$ cat src/rtl/adc_8ch_045_pkg.sv
// Shared types and constants for the 8-channel SAR ADC sequencer.
// Holds the frame-engine state encoding and the ADC control-word layout.
package adc_8ch_045_pkg;

    typedef enum logic [2:0] {
        ST_IDLE,
        ST_START,
        ST_SHIFT,
        ST_END,
        ST_QUIET
    } frame_state_t;

    localparam int FRAME_LEN = 16;

    // Control-word fields: write the control register, no sequencer,
    // normal power mode, straight binary coding.
    localparam logic       WRITE  = 1'b1;
    localparam logic       SEQ    = 1'b0;
    localparam logic [1:0] PM     = 2'b11;
    localparam logic       CODING = 1'b1;

    function automatic logic [FRAME_LEN-1:0] ctrl_word(input logic [2:0] next_ch);
        return {WRITE, SEQ, next_ch, PM, 1'b0, 1'b0, 1'b0, CODING, 5'b0_0000};
    endfunction

endpackage

$ cat src/rtl/adc_8ch_045_spi_frame.sv
// One SPI frame to the ADC: CS low, 16 SCLK periods, CS high, then a quiet gap.
// Pulses done with the received word at the end of the frame, quiet_done after the gap.
module adc_8ch_045_spi_frame
    import adc_8ch_045_pkg::*;
#(
    parameter int SCLK_DIV = 2,
    parameter int CS_QUIET = 4
) (
    input  logic                 adc_clk,
    input  logic                 rst_l,
    input  logic                 start,
    input  logic [FRAME_LEN-1:0] tx_word,
    input  logic                 dout,
    output logic                 sclk,
    output logic                 cs_n,
    output logic                 din,
    output logic                 done,
    output logic                 quiet_done,
    output logic [FRAME_LEN-1:0] rx_word,
    output frame_state_t         state
);

    localparam int CNT_MAX = (SCLK_DIV > CS_QUIET) ? SCLK_DIV : CS_QUIET;
    localparam int CNT_W   = $clog2(CNT_MAX) + 1;
    localparam int BIT_W   = $clog2(FRAME_LEN);

    frame_state_t         state_q, state_d;
    logic [CNT_W-1:0]     cnt_q, cnt_d;
    logic [BIT_W-1:0]     bit_q, bit_d;
    logic                 sclk_q, sclk_d;
    logic                 cs_q, cs_d;
    logic                 din_q, din_d;
    logic [FRAME_LEN-1:0] tx_q, tx_d;
    logic [FRAME_LEN-1:0] rx_q, rx_d;
    logic                 start_capture, start_capture_d;
    logic                 half_last;
    logic                 launch;

    assign half_last  = (cnt_q == CNT_W'(SCLK_DIV - 1));
    assign done       = (state_q == ST_END) && half_last;
    assign quiet_done = (state_q == ST_QUIET) && (cnt_q == CNT_W'(CS_QUIET - 1));
    assign launch     = start && ((state_q == ST_IDLE) || quiet_done);

    always_ff @(posedge adc_clk or negedge rst_l) begin
        if (!rst_l) begin
            state_q       <= ST_IDLE;
            cnt_q         <= '0;
            bit_q         <= '0;
            sclk_q        <= 1'b1;
            cs_q          <= 1'b1;
            din_q         <= 1'b0;
            tx_q          <= '0;
            rx_q          <= '0;
            start_capture <= 1'b0;
        end else begin
            state_q       <= state_d;
            cnt_q         <= cnt_d;
            bit_q         <= bit_d;
            sclk_q        <= sclk_d;
            cs_q          <= cs_d;
            din_q         <= din_d;
            tx_q          <= tx_d;
            rx_q          <= rx_d;
            start_capture <= start_capture_d;
        end
    end

    always_comb begin
        state_d         = state_q;
        cnt_d           = cnt_q + CNT_W'(1);
        bit_d           = bit_q;
        sclk_d          = sclk_q;
        cs_d            = cs_q;
        din_d           = din_q;
        tx_d            = tx_q;
        rx_d            = rx_q;
        start_capture_d = 1'b0;

        case (state_q)
            ST_IDLE: cnt_d = '0;
            ST_START: begin
                if (start_capture) rx_d = '0;
                if (half_last) begin
                    // First falling edge: present bit 15 on DIN.
                    state_d = ST_SHIFT;
                    cnt_d   = '0;
                    bit_d   = '0;
                    sclk_d  = 1'b0;
                    din_d   = tx_q[FRAME_LEN-1];
                    tx_d    = {tx_q[FRAME_LEN-2:0], 1'b0};
                end
            end
            ST_SHIFT: begin
                if (half_last) begin
                    cnt_d = '0;
                    if (!sclk_q) begin
                        sclk_d = 1'b1;
                        rx_d   = {rx_q[FRAME_LEN-2:0], dout};
                    end else if (bit_q == BIT_W'(FRAME_LEN - 1)) begin
                        state_d = ST_END;
                    end else begin
                        sclk_d = 1'b0;
                        din_d  = tx_q[FRAME_LEN-1];
                        tx_d   = {tx_q[FRAME_LEN-2:0], 1'b0};
                        bit_d  = bit_q + BIT_W'(1);
                    end
                end
            end
            ST_END: begin
                if (half_last) begin
                    state_d = ST_QUIET;
                    cnt_d   = '0;
                    cs_d    = 1'b1;
                end
            end
            ST_QUIET: begin
                if (quiet_done) begin
                    state_d = ST_IDLE;
                    cnt_d   = '0;
                end
            end
            default: state_d = ST_IDLE;
        endcase

        // A new frame may start straight out of the quiet gap without an idle cycle.
        if (launch) begin
            state_d         = ST_START;
            cnt_d           = '0;
            cs_d            = 1'b0;
            tx_d            = tx_word;
            start_capture_d = 1'b1;
        end
    end

    assign sclk    = sclk_q;
    assign cs_n    = cs_q;
    assign din     = din_q;
    assign rx_word = rx_q;
    assign state   = state_q;

endmodule

$ cat src/rtl/adc_8ch_045.sv
// Sweep sequencer: on sync, converts channels 0..N_CH-1 one SPI frame each
// and streams the 12-bit results with their channel number.
module adc_8ch_045
    import adc_8ch_045_pkg::*;
#(
    parameter int SCLK_DIV = 2,
    parameter int CS_QUIET = 4,
    parameter int N_CH     = 8
) (
    input  logic        adc_clk,
    input  logic        rst_l,
    input  logic        sync,
    input  logic        DOUT,
    output logic        SCLK,
    output logic        CS_ADC,
    output logic        CD_MUX,
    output logic        DIN,
    output logic [2:0]  channel,
    output logic [11:0] sample,
    output logic [2:0]  sample_ch,
    output logic        sample_valid,
    output logic        busy
);

    logic                 frame_start;
    logic                 frame_done;
    logic                 frame_quiet_done;
    logic [FRAME_LEN-1:0] frame_rx;
    frame_state_t         frame_state;
    logic [2:0]           frame_ch;
    logic                 last_ch;
    logic                 accept;
    logic                 unused_msbs;

    assign last_ch     = (channel == 3'(N_CH - 1));
    assign accept      = sync && !busy && (frame_state == ST_IDLE);
    assign frame_start = accept || (frame_quiet_done && !last_ch);
    // Channel the frame being launched will convert; the word addresses the one after it.
    assign frame_ch    = busy ? channel + 3'd1 : 3'd0;
    assign unused_msbs = ^frame_rx[FRAME_LEN-1:12];

    adc_8ch_045_spi_frame #(
        .SCLK_DIV (SCLK_DIV),
        .CS_QUIET (CS_QUIET)
    ) u_frame (
        .adc_clk    (adc_clk),
        .rst_l      (rst_l),
        .start      (frame_start),
        .tx_word    (ctrl_word(frame_ch + 3'd1)),
        .dout       (DOUT),
        .sclk       (SCLK),
        .cs_n       (CS_ADC),
        .din        (DIN),
        .done       (frame_done),
        .quiet_done (frame_quiet_done),
        .rx_word    (frame_rx),
        .state      (frame_state)
    );

    always_ff @(posedge adc_clk or negedge rst_l) begin
        if (!rst_l) begin
            channel      <= 3'd0;
            busy         <= 1'b0;
            CD_MUX       <= 1'b1;
            sample       <= 12'd0;
            sample_ch    <= 3'd0;
            sample_valid <= 1'b0;
        end else begin
            sample_valid <= frame_done;
            if (frame_done) begin
                sample    <= frame_rx[11:0];
                sample_ch <= channel;
            end
            if (accept) begin
                busy    <= 1'b1;
                CD_MUX  <= 1'b0;
                channel <= 3'd0;
            end else if (frame_quiet_done) begin
                if (last_ch) begin
                    busy    <= 1'b0;
                    CD_MUX  <= 1'b1;
                    channel <= 3'd0;
                end else begin
                    channel <= channel + 3'd1;
                end
            end
        end
    end

endmodule

$ cat config.mk
export PLATFORM = sky130hd
export DESIGN_NAME = adc_8ch_045
export DESIGN_NICKNAME = d
export VERILOG_FILES = /design/src/rtl/adc_8ch_045_pkg.sv /design/src/rtl/adc_8ch_045_spi_frame.sv /design/src/rtl/adc_8ch_045.sv
export SDC_FILE = /design/constraint.sdc
export NUM_CORES = 1
export LEC_CHECK = 0
export ABC_AREA = 1
export CAP_MARGIN = 30
export CELL_PAD_IN_SITES_DETAIL_PLACEMENT = 1
export CELL_PAD_IN_SITES_GLOBAL_PLACEMENT = 1
export CORE_ASPECT_RATIO = 1.2
export CORE_MARGIN = 2
export CORE_UTILIZATION = 40
export CTS_BUF_LIST = sky130_fd_sc_hd__clkbuf_4 sky130_fd_sc_hd__clkbuf_8
export CTS_CLUSTER_SIZE = 10
export DETAILED_ROUTE_END_ITERATION = 10
export DONT_BUFFER_PORTS = 1
export GPL_TIMING_DRIVEN = 0
export PLACE_DENSITY = 0.69
export SYNTH_ARGS = -nofsm -noshare
export SYNTH_HDL_FRONTEND = slang
export SYNTH_SLANG_ARGS = --single-unit
$ cat constraint.sdc
create_clock -name adc_clk -period 3 [get_ports adc_clk]
set_clock_uncertainty 0.15 [all_clocks]
set_input_delay 0.6 -clock adc_clk [delete_from_list [all_inputs] [get_ports adc_clk]]
set_output_delay 0.6 -clock adc_clk [all_outputs]
set_load 0.1 [all_outputs]
==> metrics.cfg, run 1 <==
[worst_hold_path]
min_path_type=in -> reg

[worst_setup_path]
path_cells=ha_1 > ha_1 > inv_1 > nand4_1 > nand2_2 > inv_2 > nand2_2 > nor2_1 > nor2_1
path_max_fanout=10
crit_slowest_cell=dfrtp_1
worst_setup_path_end_kind=register
critPathArrivalTime_ps=2530
startpoint_type=register
cp.buffers_inverters=2
cp_slowest_stage_delay_ps=1010
worst-setup-path-type=reg -> reg
cp.required_ps=3080
critPathTopFamily=flip-flops

[layout]
n_antenna_cell=0
stdcell_area_mm2=0.00288
finalNetCount=317
multi_input_area_um2=933
nFillCells=744
regArea_mm2=0.00146
drive_above_1_share_pct=12.5
area_delta_synth_final_pct=13.4

[pwr]
finalPower_mw=1.54
power_density_mw_per_mm2=535
ir_drop_uv=231
cellLeakagePower_nw=1.56

[sta]
rsz0062_at_grt=no
setup_ws_ps=544
maxSlewViolCount=0
final_hold_viol_count=0
worst_slew_pin_slew_ps=1000
finalCriticalPeriod_ps=2460
fmax_mhz=407
finalSetupViolations=0
min_period_over_period_pct=81.9
timing.slew.headroom_pct=33.1
fin_tns_setup_ps=0

[clocking]
cts_tree=yes
clockBufferDepth=2
ctsHoldBuffers=2
cts_num_sinks=58
cts_made_buffers=9
insertion_delay_ps=330
clk_pin_slew_ps=70
htreeDepth=3
cts_root_buffer=clkbuf_8
post-cts-setup-buffers=0
cts_resized=0

[placed_design]
placed_cell_area_mm2=0.00264
dpl_worst_slack_ps=535
hpwl_um=3610
port_buffers=0
place_congestion=0.756

[detailed_routing]
wl_per_cell_um=13.2
highest_layer=met4
firstDrtPassIters=4
drt_wl_total_um=5200
ant_nets=0
num_vias=1912
vias_per_cell=4.87
route.met2.wl_um=2610
first_iter_violations=89
wl_met1_um=2290
wl_met3_um=226
drcViolationCount=0

[global_route]
grt_usage_pct=17.3
grt_max_degree=59
grt_overflow_total=0
grt_antenna_before_repair=0
grt_pass1_vias=2040
grt_pass1_wl_um=9500

[yosys]
synth-seq-cells=58
ys_seq_area_share_pct=57.4
synth_area_mm2=0.00254
synth_warnings=0
avgSynthCellArea_um2=8.66
ys_types=22
syn_nets=304
synthesis.instances=293

[die]
die_area_mm2=0.00700
fp.dieH_um=91.2
start_util_pct=41.6
die_x_um=76.7
core_area_mm2=0.00609
rows=31
pin_count=28

[run]
cap_violations=0

[status]
status=finished clean

Yosys cell counts (all sizes together):
cell type  count  area [um2]
nand2        115         439
dfrtp         55        1380
nand3         30         155
nor2          27         114
inv           24        90.1
o21ai         14        70.1
buf            9        57.6
ha             7        87.6
nand4          4        25.0
dfstp          3        78.8
a21oi          1        5.00
nand3b         1        7.51
o22ai          1        12.5
xnor2          1        8.76
xor2           1        8.76
state kept, by name (all words and copies together), names as in the netlist:
register and flops:
sample 12, u_frame.rx_word 12, u_frame.tx_q 11, u_frame.bit_q 4, channel 3, sample_ch 3, u_frame.cnt_q 3, u_frame.state 3
CD_MUX 1, busy 1, sample_valid 1, u_frame.cs_n 1, u_frame.din 1, u_frame.sclk 1, u_frame.start_capture 1
power breakdown:
part	leakage (nW)	switching, mW	internal [mW]	total [mW]
registers	0.727	0.00643	0.791	0.797
clock network	0.106	0.302	0.412	0.714
logic	0.725	0.0193	0.00772	0.0270
worst reg2reg max path: cells and delay by family, from the launching register on:
kind / cells / cell delay (ps)
adder cells (fa/ha/maj): 2 / 460
buffers and inverters: 2 / 250
flip-flops: 1 / 1010
AND/OR/NAND/NOR: 5 / 480
per-stage QoR:
step	std cells	hold WS, ps	utilization (%)
CTS	393	244	47.2
floorplan	293	154	-
finish	393	265	47.2
detailed placement	375	156	43.3
global route	393	255	47.2
global placement	375	156	43.3
final timing paths:
check | cells after the start | endpoint | slack, ps | startpoint
worst max-delay path | 9 | u_frame.tx_q[10] | 540 | channel[0]
worst min-delay path | 2 | u_frame.rx_word[0] | 270 | DOUT
worst max register to register | 9 | u_frame.tx_q[10] | 540 | channel[0]
worst min register to register | 1 | u_frame.cnt_q[0] | 320 | u_frame.cnt_q[0]
max in group asynchronous | 2 | u_frame.cs_n | 1730 | rst_l
min in group asynchronous | 2 | channel[1] | 650 | rst_l
logic make-up after synthesis:
group | after synthesis | share of synthesized area [%]
xor gates and xnor gates | 2 | 0.691
and+or+nand+nor | 177 | 29.2
DFF | 58 | 57.4
AOI/OAI and AO/OA | 16 | 3.45
adders and majority gates | 7 | 3.45
buffers and inverters | 33 | 5.82
cell type report:
type | instances | area share [%]
inverter | 24 | 3.13
multi-input combinational | 202 | 32.5
timing repair buffer | 2 | 1.31
tap | 82 | 3.57
sequential | 58 | 50.6
buffer | 9 | 2.00
clock buffer | 11 | 5.05
clock inverter | 5 | 1.87
layer usage:
metal  GRT usage [%]  vias to the layer above
met5               0                        -
met2            28.5                       26
met1            20.5                      929
met3            5.67                        6
met4            7.73                        0
li1                -                      951
cells in the final DEF (no fill, tap or decap):
master,netlist,routed
nand3b_1,1,1
clkbuf_4,0,1
nor2_4,1,1
nor2_1,24,24
xor2_1,1,1
dfstp_2,3,3
dlygate4sd3_1,0,1
xnor2_1,1,1
bufinv_16,0,1
ha_1,7,7
nor2_2,2,2
buf_16,0,1
buf_2,7,7
o22ai_2,1,1
o21ai_1,3,3
nand2_2,3,3
nand3_2,1,1
dfrtp_1,55,55
nand4_1,4,4
clkinv_2,0,3
nand3_1,29,29
a21oi_1,1,1
clkinv_4,0,1
inv_2,2,2
o21ai_0,11,11
inv_1,22,22
clkbuf_8,0,10
buf_6,2,2
nand2_1,112,112
Power figures use the tool's default switching activity.
==> run 2: changes to the inputs <==
==> constraint.sdc (replaced) <==
create_clock -name adc_clk -period 2.3 [get_ports adc_clk]
set_clock_uncertainty 0.15 [all_clocks]
set_input_delay 0.46 -clock adc_clk [delete_from_list [all_inputs] [get_ports adc_clk]]
set_output_delay 0.46 -clock adc_clk [all_outputs]
set_load 0.1 [all_outputs]
==> metrics.cfg, run 2 (synthesis gave the netlist of run 1 again) <==
[worst_setup_path]
startpoint_type=register
r2r_cells=9  ; unchanged
critPathArrivalTime_ps=2170  ; -360 ps
worst-setup-path-type=reg -> reg
worst_setup_path_end_kind=register
path_max_fanout=10  ; unchanged
cp.required_ps=2410  ; -670 ps

[sta]
worst_slew_pin_slew_ps=921  ; -82.8 ps
setup_ws_ps=243  ; -301 ps
finalSetupViolations=0  ; unchanged
maxSlewViolCount=0  ; unchanged
fin_tns_setup_ps=0  ; unchanged
final_hold_viol_count=0  ; unchanged
fmax_mhz=486  ; +19%
whs_ps=126  ; -140 ps
finalCriticalPeriod_ps=2060  ; -399 ps
rsz0062_at_grt=no
timing.slew.headroom_pct=38.6  ; +5.5 points
min_period_over_period_pct=89.4  ; +7.6 points

[detailed_routing]
num_vias=1908  ; -0.21%
firstDrtPassIters=4  ; unchanged
drcViolationCount=0  ; unchanged
ant_nets=0  ; unchanged
vias_per_cell=4.85  ; -0.21%
wl_per_cell_um=13.3  ; +0.62%
first_iter_violations=101  ; +13%
drt_wl_total_um=5230  ; +0.62%

[global_route]
grt_usage_pct=17.3  ; about the same
grt_max_degree=59  ; unchanged
grt_pass1_vias=2034  ; -0.29%
grt_pass1_wl_um=9480  ; -0.22%
grt_overflow_total=0  ; unchanged
grt_antenna_before_repair=0  ; unchanged

[die]
core_area_mm2=0.00609  ; unchanged
fp.dieH_um=91.2  ; unchanged
die_x_um=76.7  ; unchanged
die_area_mm2=0.00700  ; unchanged
pin_count=28  ; unchanged
start_util_pct=41.6  ; unchanged
rows=31  ; unchanged

[clocking]
cts_tree=yes
htreeDepth=3  ; unchanged
post-cts-setup-buffers=0  ; unchanged
clockBufferDepth=2  ; unchanged
clk_pin_slew_ps=70  ; about the same
cts_num_sinks=58  ; unchanged
cts_made_buffers=9  ; unchanged
cts_root_buffer=clkbuf_8
insertion_delay_ps=330  ; about the same

[pwr]
cellLeakagePower_nw=1.56  ; about the same
ir_drop_uv=302  ; +30%
power_density_mw_per_mm2=695  ; +30%
finalPower_mw=2.01  ; +30%

[placed_design]
place_congestion=0.756  ; unchanged
port_buffers=0  ; unchanged
hpwl_um=3610  ; unchanged
dpl_worst_slack_ps=-165  ; -700 ps

[layout]
n_antenna_cell=0  ; unchanged
nFillCells=744  ; unchanged
mostFrequentLayoutCell=nand2_1
drive_above_1_share_pct=13.8  ; +1.3 points
final_cell_mix=nand2_1, dfrtp_1, nand3_1
area_delta_synth_final_pct=13.8
finalNetCount=317  ; unchanged

[worst_hold_path]
min_path_cells=2  ; unchanged
min_path_type=in -> reg

[run]
cap_violations=0  ; unchanged

[status]
status=finished clean

[run 2: layer usage]
metal | share of wire (%) | track usage, %
met5 | 0 | 0
met4 | 1.3 | 7.73
met3 | 4.3 | 5.67
met2 | 50 | 28.4
met1 | 44 | 20.5
[run 2: path summary, 6_finish.rpt]
kind / end / start / slack [ps]
setup / recovery: u_frame.tx_q[10] / channel[0] / 240
hold / removal: u_frame.rx_word[0] / DOUT / 130
setup reg to reg: u_frame.tx_q[10] / channel[0] / 240
hold reg to reg: u_frame.cnt_q[0] / u_frame.cnt_q[0] / 320
max in group asynchronous: u_frame.cs_n / rst_l / 1170
min in group asynchronous: channel[1] / rst_l / 520
[run 2: through the flow]
step | instance area (um2) | util [%] | instances
CTS | 2880 | 47.3 | 393
floorplan | 2540 | - | 293
global route | 2890 | 47.4 | 393
global placement | 2640 | 43.3 | 375
detailed placement | 2640 | 43.3 | 375
finish | 2890 | 47.4 | 393
[run 2: report_power, final]
part	internal [mW]	switching, mW	total [mW]
Combinational	0.0101	0.0250	0.0351
Clock	0.538	0.393	0.931
Sequential	1.03	0.00842	1.04
Total	1.58	0.427	2.01
[run 2: worst max-delay path: stages, from the launching register on]
cell	delay [ps]
dfrtp_4	630
ha_1	270
ha_1	190
inv_1	60
nand4_1	130
nand2_2	180
inv_2	130
nand2_2	110
nor2_1	40
nor2_1	90
[run 2: timing repair]
action / 4_1_cts / 5_1_grt
resized for setup: 3 / 3
setup endpoints to repair: 12 / 7
endpoints found under the hold margin: 58 / 0
hold buffers: 2 / 0
[run 2: layout make-up]
| cell class | instances | area (um2) | area share, % |
|---|---|---|---|
| Multi-Input combinational cell | 202 | 933 | 32.4 |
| Buffer | 9 | 57.6 | 1.99 |
| Timing Repair Buffer | 2 | 37.5 | 1.30 |
| Clock buffer | 11 | 145 | 5.03 |
| Clock inverter | 5 | 53.8 | 1.86 |
| Inverter | 24 | 90.1 | 3.12 |
| Sequential cell | 58 | 1470 | 50.8 |
| Tap cell | 82 | 103 | 3.56 |
